==> config.mk <==
export PLATFORM = sky130hd
export DESIGN_NAME = wb_mem_arbiter
export DESIGN_NICKNAME = d
export VERILOG_FILES = /design/src/rtl/wb_mem_arbiter.sv
export SDC_FILE = /design/constraint.sdc
export NUM_CORES = 1
export LEC_CHECK = 0
export ABC_AREA = 0
export CORE_AREA = 2 2 98 100
export CTS_CLUSTER_DIAMETER = 150
export DETAILED_ROUTE_END_ITERATION = 10
export DIE_AREA = 0 0 100 102
export GPL_TIMING_DRIVEN = 0
export PLACE_DENSITY_LB_ADDON = 0.3
export SLEW_MARGIN = 30
export SYNTH_ARGS = -nofsm -noshare
export SYNTH_HDL_FRONTEND = slang
export SYNTH_SLANG_ARGS = --single-unit
export TNS_END_PERCENT = 20
==> constraint.sdc <==
create_clock -name i_clk -period 1.9 [get_ports i_clk]
set_clock_uncertainty 0.2 [all_clocks]
set_input_delay 0.38 -clock i_clk [delete_from_list [all_inputs] [get_ports i_clk]]
set_output_delay 0.38 -clock i_clk [all_outputs]
set_load 0.01 [all_outputs]
==> src/rtl/wb_mem_arbiter.sv <==
// wb_mem_arbiter: round-robin two-master Wishbone arbiter in front of main_memory,
// one single-beat transfer per grant, with a watchdog that aborts unacked transfers.
module wb_mem_arbiter #(
    parameter int ADDR_W  = 10,
    parameter int DATA_W  = 32,
    parameter int TIMEOUT = 16
) (
    input  logic                  i_clk,
    input  logic                  i_rst_n,
    input  logic                  i_m0_cyc,
    input  logic                  i_m0_stb,
    input  logic                  i_m0_we,
    input  logic [ADDR_W-1:0]     i_m0_addr,
    input  logic [DATA_W-1:0]     i_m0_data,
    input  logic [DATA_W/8-1:0]   i_m0_sel,
    output logic                  o_m0_ack,
    output logic                  o_m0_err,
    output logic                  o_m0_stall,
    output logic [DATA_W-1:0]     o_m0_data,
    input  logic                  i_m1_cyc,
    input  logic                  i_m1_stb,
    input  logic                  i_m1_we,
    input  logic [ADDR_W-1:0]     i_m1_addr,
    input  logic [DATA_W-1:0]     i_m1_data,
    input  logic [DATA_W/8-1:0]   i_m1_sel,
    output logic                  o_m1_ack,
    output logic                  o_m1_err,
    output logic                  o_m1_stall,
    output logic [DATA_W-1:0]     o_m1_data,
    output logic                  o_s_cyc,
    output logic                  o_s_stb,
    output logic                  o_s_we,
    output logic [ADDR_W-1:0]     o_s_addr,
    output logic [DATA_W-1:0]     o_s_data,
    output logic [DATA_W/8-1:0]   o_s_sel,
    input  logic                  i_s_ack,
    input  logic                  i_s_stall,
    input  logic [DATA_W-1:0]     i_s_data,
    output logic [1:0]            o_grant
);
    localparam int WW = $clog2(TIMEOUT) + 1;
    localparam logic [WW-1:0] WDOG_MAX = WW'(TIMEOUT - 1);

    typedef enum logic [1:0] {IDLE, GNT0, GNT1} state_t;

    state_t          state, state_nx;
    logic            last;
    logic [WW-1:0]   wdog;
    logic            req0, req1, own0, own1, cyc, kill, done;

    assign req0 = i_m0_cyc & i_m0_stb;
    assign req1 = i_m1_cyc & i_m1_stb;
    assign own0 = state == GNT0;
    assign own1 = state == GNT1;
    assign cyc  = own0 ? i_m0_cyc : own1 ? i_m1_cyc : 1'b0;
    // ack in the last watchdog cycle still completes the transfer normally
    assign kill = cyc & ~i_s_ack & (wdog == WDOG_MAX);
    assign done = ~cyc | i_s_ack | kill;

    always_ff @(posedge i_clk or negedge i_rst_n) begin
        if (!i_rst_n) begin
            state <= IDLE;
            last  <= 1'b1;
            wdog  <= '0;
        end else begin
            state <= state_nx;
            if (state != IDLE && done)
                last <= own1;
            wdog  <= (state != IDLE && !done) ? wdog + 1'b1 : '0;
        end
    end

    always_comb begin
        state_nx = state;
        if (state == IDLE)
            state_nx = (req0 & (~req1 | last)) ? GNT0 : req1 ? GNT1 : IDLE;
        else if (done)
            state_nx = IDLE;
    end

    always_comb begin
        o_s_cyc    = cyc & ~kill;
        o_s_stb    = o_s_cyc & (own0 ? i_m0_stb : own1 ? i_m1_stb : 1'b0);
        o_s_we     = own0 ? i_m0_we   : own1 ? i_m1_we   : 1'b0;
        o_s_addr   = own0 ? i_m0_addr : own1 ? i_m1_addr : '0;
        o_s_data   = own0 ? i_m0_data : own1 ? i_m1_data : '0;
        o_s_sel    = own0 ? i_m0_sel  : own1 ? i_m1_sel  : '0;
        o_m0_ack   = own0 & cyc & i_s_ack;
        o_m1_ack   = own1 & cyc & i_s_ack;
        o_m0_err   = own0 & kill;
        o_m1_err   = own1 & kill;
        o_m0_stall = own0 ? i_s_stall : 1'b1;
        o_m1_stall = own1 ? i_s_stall : 1'b1;
        o_m0_data  = i_s_data;
        o_m1_data  = i_s_data;
        o_grant    = {own1, own0};
    end
endmodule
Word-level counts from Yosys, hierarchy flattened
Cells that the tools add are included.
- output and inout port bits: 121
- register bits after elaboration: 8
- word-level logic and storage cells: 52
- muxes and demuxes: 19
- reduce and logical (&&, ||, !) cells: 6
- eq/ne operators: 3
- add/subtract/negate cells: 1
- bitwise logic cells: 20
- operator list (kind ; number):
    $mux 32 ; 2
    $mux 10 ; 2
    $and 1x1->1 ; 13
    $mux 1 ; 8
    $mux 2 ; 4
    $mux 4 ; 2
    $add 5x1->5 const B ; 1
    $eq 5x4->1 const B ; 1
    $mux 5 ; 1
    $not 1->1 ; 4
    $reduce_bool 2->1 ; 2
    $or 1x1->1 ; 3
    $eq 2x1->1 const B ; 1
    $eq 2x2->1 const B ; 1
    $logic_and 1x1->1 ; 2
    $logic_not 2->1 ; 1
    $logic_not 1->1 ; 1

Depth between registers and ports, before layout
Gate-level depths: netlist of the first run.
- depth in word-level cells: 9
- depth in mapped cells: 6
- gate-level depth less buffers: 6

Worst setup path before layout of the first run
OpenSTA, ideal clock, no wires.
- kind: reg-to-output
- from: register wdog[0]
- to: output port o_s_stb
- arrival time: 1.492 ns
- data required time: 1.320 ns
- slack: -0.172 ns
- stages on the path, launching flop included: 7
- cells stage by stage: dfrtp_1 ha_1 and3_1 ha_1 nand2b_1 o21a_1 nor2b_1
- cells in the longest elaborated chain, start to end: 5
- RTL lines (item ; line ; source):
    start: declaration ; 48 ; logic [WW-1:0] wdog;
    start signal: assignment ; 69 ; wdog <= (state != IDLE && !done) ? wdog + 1'b1 : '0;
    $eq 5x4->1 ; 57 ; assign kill = cyc & ~i_s_ack & (wdog == WDOG_MAX);
    $and 1x1->1 ; 57 ;
    $not 1->1 ; 82 ; o_s_cyc = cyc & ~kill;
    $and 1x1->1 ; 82 ;
    via o_s_cyc ; 30 ; output logic o_s_cyc,
    $and 1x1->1 ; 83 ; o_s_stb = o_s_cyc & (own0 ? i_m0_stb : own1 ? i_m1_stb : 1'b0);
    end: declaration ; 31 ; output logic o_s_stb,
The timed path passes the listed nets, and every way through them passes these cells.

Worst setup path in the final report of the first run
- from: register wdog[1]
- to: output port o_s_stb
- cells in the longest elaborated chain, start to end: 5
- RTL lines (item ; line):
    $eq 5x4->1 ; 57
    $and 1x1->1 ; 57
    $not 1->1 ; 82
    $and 1x1->1 ; 82
    $and 1x1->1 ; 83
No other way between the ends.

==> results by group, run 1 <==
Yosys
  – Synthesized Nets: 314
  – Unique masters post-synth: 26
  – Synth Register Bits: 8
  – Seq/Total Area, Yosys: 13.6%
  – Syn Area/Cell: 8.34 um2
  – Synth Instances: 178
  – Cell Area, Synth: 0.00149 mm2
  – Yosys warns: 0
  – Largest area contributor in the netlist: buf_4
  – Area contributors post-synth: buf_4, a22o_1, dfrtp_1
  – Post-synth top area share: 34.4%

Routing
  – Post-DRT Antenna Nets: 0
  – Final wirelength: 8180 um
  – First DRT Iteration DRCs: 31
  – Drt drc: 0
  – Avg WL per Cell: 15.5 um
  – First-pass DRT Iterations: 4
  – Vias: 2160
  – Vias/cell: 4.08

STA
  – Min Tclk post-route: 2.18 ns
  – Fin crit share: 115%
  – Total negative slack: -6.58 ns
  – Final Hold Viols: 0
  – Worst Slack Setup Final: -0.277 ns
  – RSZ-0062 raised after global routing: true
  – Final Setup Violations: 55
  – Max_slew headroom: 73.6%
  – Least-Margin Pin Slew: 0.393 ns
  – Final Slew Violations: 0
  – F_max: 0.459 GHz

Cells and area
  – Area Overhead vs Synth: 166%
  – Final #Nets: 555
  – Share of cells above drive strength 1: 39.0%
  – Antenna Cells: 0

Global routing
  – Initial antenna violation count: 0
  – First-pass GRT wire length: 10900 um
  – Overall routing resource usage: 13.5%
  – Overflow after GRT: 0
  – Pin count of the biggest net entering global routing: 11
  – Via count of the first global-routing pass: 2002

CTS
  – Insertion delay to the later sink of the worst-skew pair: 0.23 ns
  – CTS Sinks: 8
  – Hold_buf cts: 0
  – Htree depth: 1
  – Reg clk slew, reported paths: 0.04 ns
  – CTS tree: yes
  – CTS root buffer: clkbuf_8
  – CTS buffer count: 3
  – CTS max path bufs: 2

Worst setup path
  – Crit. End Element: primary output
  – Crit Path Class: reg2out
  – Arr. time, crit path: 1.60 ns
  – CP Launch Type: register
  – Crit Path Max Fanout: 3
  – Critical Path Start: wdog[1]
  – Worst r2r src: wdog[1]
  – Required time at the worst-slack endpoint: 1.32 ns

Floorplan
  – Placement Rows: 35
  – Initial Util: 16.3%
  – Die height: 102 um
  – Die area: 0.0102 mm2
  – Core area: 0.00911 mm2
  – Die W: 100 um
  – Io pins: 255

Pwr
  – PD cells: 382 mW/mm2
  – Leakage power total: 1.85 nW
  – Max VDD drop: 0.000321 V

Placed design
  – Buffers on Ports: 222
  – Gpl congestion: 0.834
  – Setup slack at placement: -0.716 ns
  – DP HPWL: 6880 um

Status
  – Failing checks: negative setup slack
  – Status: finished, violations left

Worst hold path
  – Worst hold path class: in2async

Flow run
  – Max Cap Violations: 0
[power by group]
group / switching, W / internal, W
Clock: 0.0000661 / 0.000145
Combinational: 0.000395 / 0.000702
Sequential: 0.0000105 / 0.000191
[timing repair]
action                     in CTS  in global routing
gates resized for setup       229                 30
setup endpoints to repair      57                 55
cloned                          0                  2
buffers inserted                6                  6
pin swaps                      34                  9
[Yosys cell counts (all sizes together)]
master	instances
a22oi	2
o21a	1
ha	2
nand3	2
dfstp	1
inv	3
and3b	2
nor2	10
nor3b	1
dfrtp	7
a21oi	1
xnor2	1
buf	78
xor2	1
and3	1
a22o	48
nor2b	5
o31ai	1
o21ai	2
nand2	5
nand2b	4
[path summary, 6_finish.rpt]
check	endpoint	slack, ns	depth (start not counted)
max	o_s_stb	-0.28	7
max reg2reg	wdog[3]	0.11	6
min in group i_clk	wdog[3]	0.35	2
min reg2reg	wdog[3]	0.35	2
min	wdog[2]	0.22	1
max in group asynchronous	last	0.97	1
[cell usage in the layout (no fill, tap or decap)]
cell             synthesis  routed
buf_4                   68      75
ha_4                     0       1
o21ai_0                  1       1
nand2_2                  0       1
clkbuf_16                0       2
a21oi_1                  1       1
nand3_1                  2       2
dfrtp_2                  0       1
a22oi_1                  2       2
ha_2                     0       1
nand2b_1                 4       3
xnor2_1                  1       1
o21a_1                   1       1
dlygate4sd2_1            0       1
buf_6                    6      24
buf_2                    4      40
and3b_1                  2       2
nor2b_1                  5       3
clkbuf_8                 0       3
nor2_1                   8       8
nor2_2                   2       2
buf_8                    0       6
nand2b_4                 0       1
o31ai_1                  1       1
nor2b_4                  0       2
clkdlybuf4s50_1          0     165
nand2_4                  1       1
nand2_1                  4       3
xor2_1                   1       1
dfrtp_1                  7       6
inv_1                    3       3
a22o_1                  48      48
o21ai_1                  1       1
dfstp_2                  1       1
and3_4                   0       1
clkbuf_2                 0       1
nor3b_1                  1       1
clkbuf_1                 0       1
[worst max-delay path: stages, from the launching register on]
cell and delay, ns:
dfrtp_1 0.38, ha_2 0.19, and3_4 0.18, ha_4 0.16
nand2b_4 0.06, o21a_1 0.14, nor2b_4 0.15, buf_6 0.11
[registers in the layout, indices dropped and copies added, names as in the netlist]
name   cells
state      2
wdog       5
last       1
[kinds of logic after synthesis]
| kind of cell | count (synthesis) | synth area share (%) |
|---|---|---|
| buffers and inverters | 81 | 41.0 |
| AO/OA/AOI/OAI | 55 | 31.3 |
| adder cells (fa/ha/maj) | 2 | 1.68 |
| flip-flops | 8 | 13.6 |
| XOR/XNOR | 2 | 1.18 |
| AND/OR/NAND/NOR | 30 | 11.2 |
[cell type report]
cell class              count  area, um2
plain buffers              78        649
clock buffers               4       45.0
fillers                   936       5150
inverters                   3       11.3
multi-input cells          89        719
flip-flops and latches      8        203
well taps                 111        139
repair buffers            236       2190
[per-stage QoR]
step | hold slack [ns] | power [W] | utilization [%] | instance area [um2] | cells
2_1_floorplan | -0.116 | 0.000647 | - | 1520 | 178
3_3_place_gp | 0.249 | 0.00129 | 42.6 | 3880 | 511
3_5_place_dp | 0.260 | 0.00130 | 42.6 | 3880 | 511
4_1_cts | 0.234 | 0.00147 | 42.1 | 3830 | 521
5_1_grt | 0.247 | 0.00160 | 43.4 | 3960 | 529
6_report | 0.224 | 0.00151 | 43.4 | 3960 | 529
[metal layers]
layer	vias to the layer above	part of all wire [%]	track usage, %
met5	-	0	0
met4	0	0.86	2.11
met3	7	7.7	3.01
met2	101	56	27.4
met1	1005	35	14.5
li1	1047	-	-
Note: power is estimated with default switching activity, not from simulation.
==> run 2, diff against run 1 <==
--- a/config.mk
+++ b/config.mk
@@ -16,4 +16,4 @@
 export SYNTH_ARGS = -nofsm -noshare
 export SYNTH_HDL_FRONTEND = slang
 export SYNTH_SLANG_ARGS = --single-unit
-export TNS_END_PERCENT = 20
+export TNS_END_PERCENT = 1
==> run 2 against run 1 <==
Against the previous run: the flow still finishes with violations (negative setup slack); sequential power barely moved; hold slack barely moved; utilization fell by 1.0 points; largest cell class unchanged.
==> results by group, run 2 (synthesis results as in run 1) <==
Routing
  – First DRT Iteration DRCs: 33
  – Vias: 2145
  – Drt drc: 0
  – Final wirelength: 8030 um
  – Post-DRT Antenna Nets: 0
  – First-pass DRT Iterations: 4
  – Vias/cell: 4.10
  – Avg WL per Cell: 15.4 um

Floorplan
  – Die area: 0.0102 mm2
  – Core area: 0.00911 mm2
  – Placement Rows: 35
  – Initial Util: 16.3%
  – Die W: 100 um
  – Io pins: 255
  – Die height: 102 um

Cells and area
  – Most frequent cells in the layout: clkdlybuf4s50_1, buf_4, a22o_1
  – Final #Nets: 549
  – Top Registers: wdog (5), state (2), last (1)
  – Share of cells above drive strength 1: 37.9%
  – Final core occ: 42.4%
  – Area Overhead vs Synth: 160%
  – Layout Cells excl Fill: 523
  – Max reg flops: 5
  – Reg with most FFs: wdog
  – Antenna Cells: 0
  – Most common cell after layout, fill and taps aside: clkdlybuf4s50_1

Placed design
  – Buffers on Ports: 222
  – DP HPWL: 6880 um
  – Gpl congestion: 0.834
  – Placed insts: 511

Worst setup path
  – Required time at the worst-slack endpoint: 1.32 ns
  – Worst r2r src: wdog[1]
  – Critical Path Start: wdog[1]
  – Crit path to: o_s_stb
  – Crit. End Element: primary output
  – CP Launch Type: register
  – Reg-to-reg slack, setup: 0.11 ns
  – Crit Path Max Fanout: 3
  – R2R cell count: 6
  – Arr. time, crit path: 1.60 ns
  – Critical R2R Capture: wdog[3]
  – Crit Path Class: reg2out

STA
  – Worst Slack Setup Final: -0.278 ns
  – Worst hold margin: 0.224 ns
  – F_max: 0.459 GHz
  – Max_slew headroom: 73.6%
  – RSZ-0062 raised after global routing: true
  – Final Setup Violations: 54
  – Min Tclk post-route: 2.18 ns
  – Final Hold Viols: 0
  – Least-Margin Pin Slew: 0.393 ns
  – Final Slew Violations: 0
  – Fin crit share: 115%

Global routing
  – Overflow after GRT: 0
  – Initial antenna violation count: 0
  – Pin count of the biggest net entering global routing: 11
  – Overall routing resource usage: 13.5%
  – Via count of the first global-routing pass: 1994
  – First-pass GRT wire length: 10900 um

CTS
  – CTS Sinks: 8
  – CTS tree: yes
  – CTS root buffer: clkbuf_8
  – Reg clk slew, reported paths: 0.04 ns
  – Insertion delay to the later sink of the worst-skew pair: 0.23 ns
  – CTS buffer count: 3
  – CTS max path bufs: 2
  – Htree depth: 1

Status
  – Status: finished, violations left
  – Failing checks: negative setup slack

Pwr
  – Max VDD drop: 0.000314 V
  – PD cells: 378 mW/mm2
  – Leakage power total: 1.78 nW

Flow run
  – Max Cap Violations: 0

Worst hold path
  – Worst hold path class: in2async
## run 2: cell types whose count changed in the layout (fill, tap and decap cells not counted), moves of 2 or more
cell             change
buf_2                -7
clkdlybuf4s15_2      +6
buf_4                +4
buf_6                -4
buf_8                -4
clkbuf_16            -2
## run 2: worst min path at each step
stage / end / cells after the start
after floorplan: state[0] / 0
after global placement: wdog[0] / 1
after detailed placement: wdog[0] / 1
after CTS: wdog[2] / 1
after global routing: wdog[2] / 1
final: wdog[2] / 1
## run 2: where the power goes
group / total (W) / switching (W) / internal, W
Clock: 0.000212 / 0.0000665 / 0.000145
Combinational: 0.00105 / 0.000384 / 0.000664
Sequential: 0.000200 / 0.00000928 / 0.000191
Total: 0.00146 / 0.000460 / 0.00100
## run 2: what timing repair did
item	4_1_cts	5_1_grt
setup buffers	5	3
setup endpoints to repair	57	55
hold buffers	0	0
pin swaps	38	1
hold endpoints to repair	0	0
gates resized for setup	228	9
## run 2: through the flow
| stage | area, um2 | setup slack [ns] | power (W) | setup TNS, ns |
|---|---|---|---|---|
| 2_1_floorplan | 1520 | 0.00692 | 0.000647 | 0 |
| 3_3_place_gp | 3880 | -0.729 | 0.00129 | -20.82 |
| 3_5_place_dp | 3880 | -0.716 | 0.00130 | -21.57 |
| 4_1_cts | 3820 | -0.336 | 0.00147 | -8.00 |
| 5_1_grt | 3860 | -0.349 | 0.00154 | -10.21 |
| 6_report | 3860 | -0.278 | 0.00146 | -7.02 |
## run 2: routing by layer
metal	track usage, %	vias to the layer above	routed length, um
li1	-	1035	-
met1	14.4	1002	2800
met2	27.3	101	4550
met3	3.01	7	614
met4	2.11	0	70
met5	0	-	0
## run 2: area by class of cell
| type | instances | area, um2 |
|---|---|---|
| fill | 936 | 5250 |
| multi-input combinational | 89 | 712 |
| timing repair buffer | 230 | 2130 |
| tap | 111 | 139 |
| inverter | 3 | 11.3 |
| clock buffer | 4 | 45.0 |
| sequential | 8 | 203 |
| buffer | 78 | 619 |
## run 2: critical path: stages, from the launching register on
cell and delay (ns):
dfrtp_1 0.38, ha_2 0.19, and3_4 0.18, ha_4 0.16
nand2b_4 0.06, o21a_1 0.14, nor2b_4 0.15, buf_6 0.11
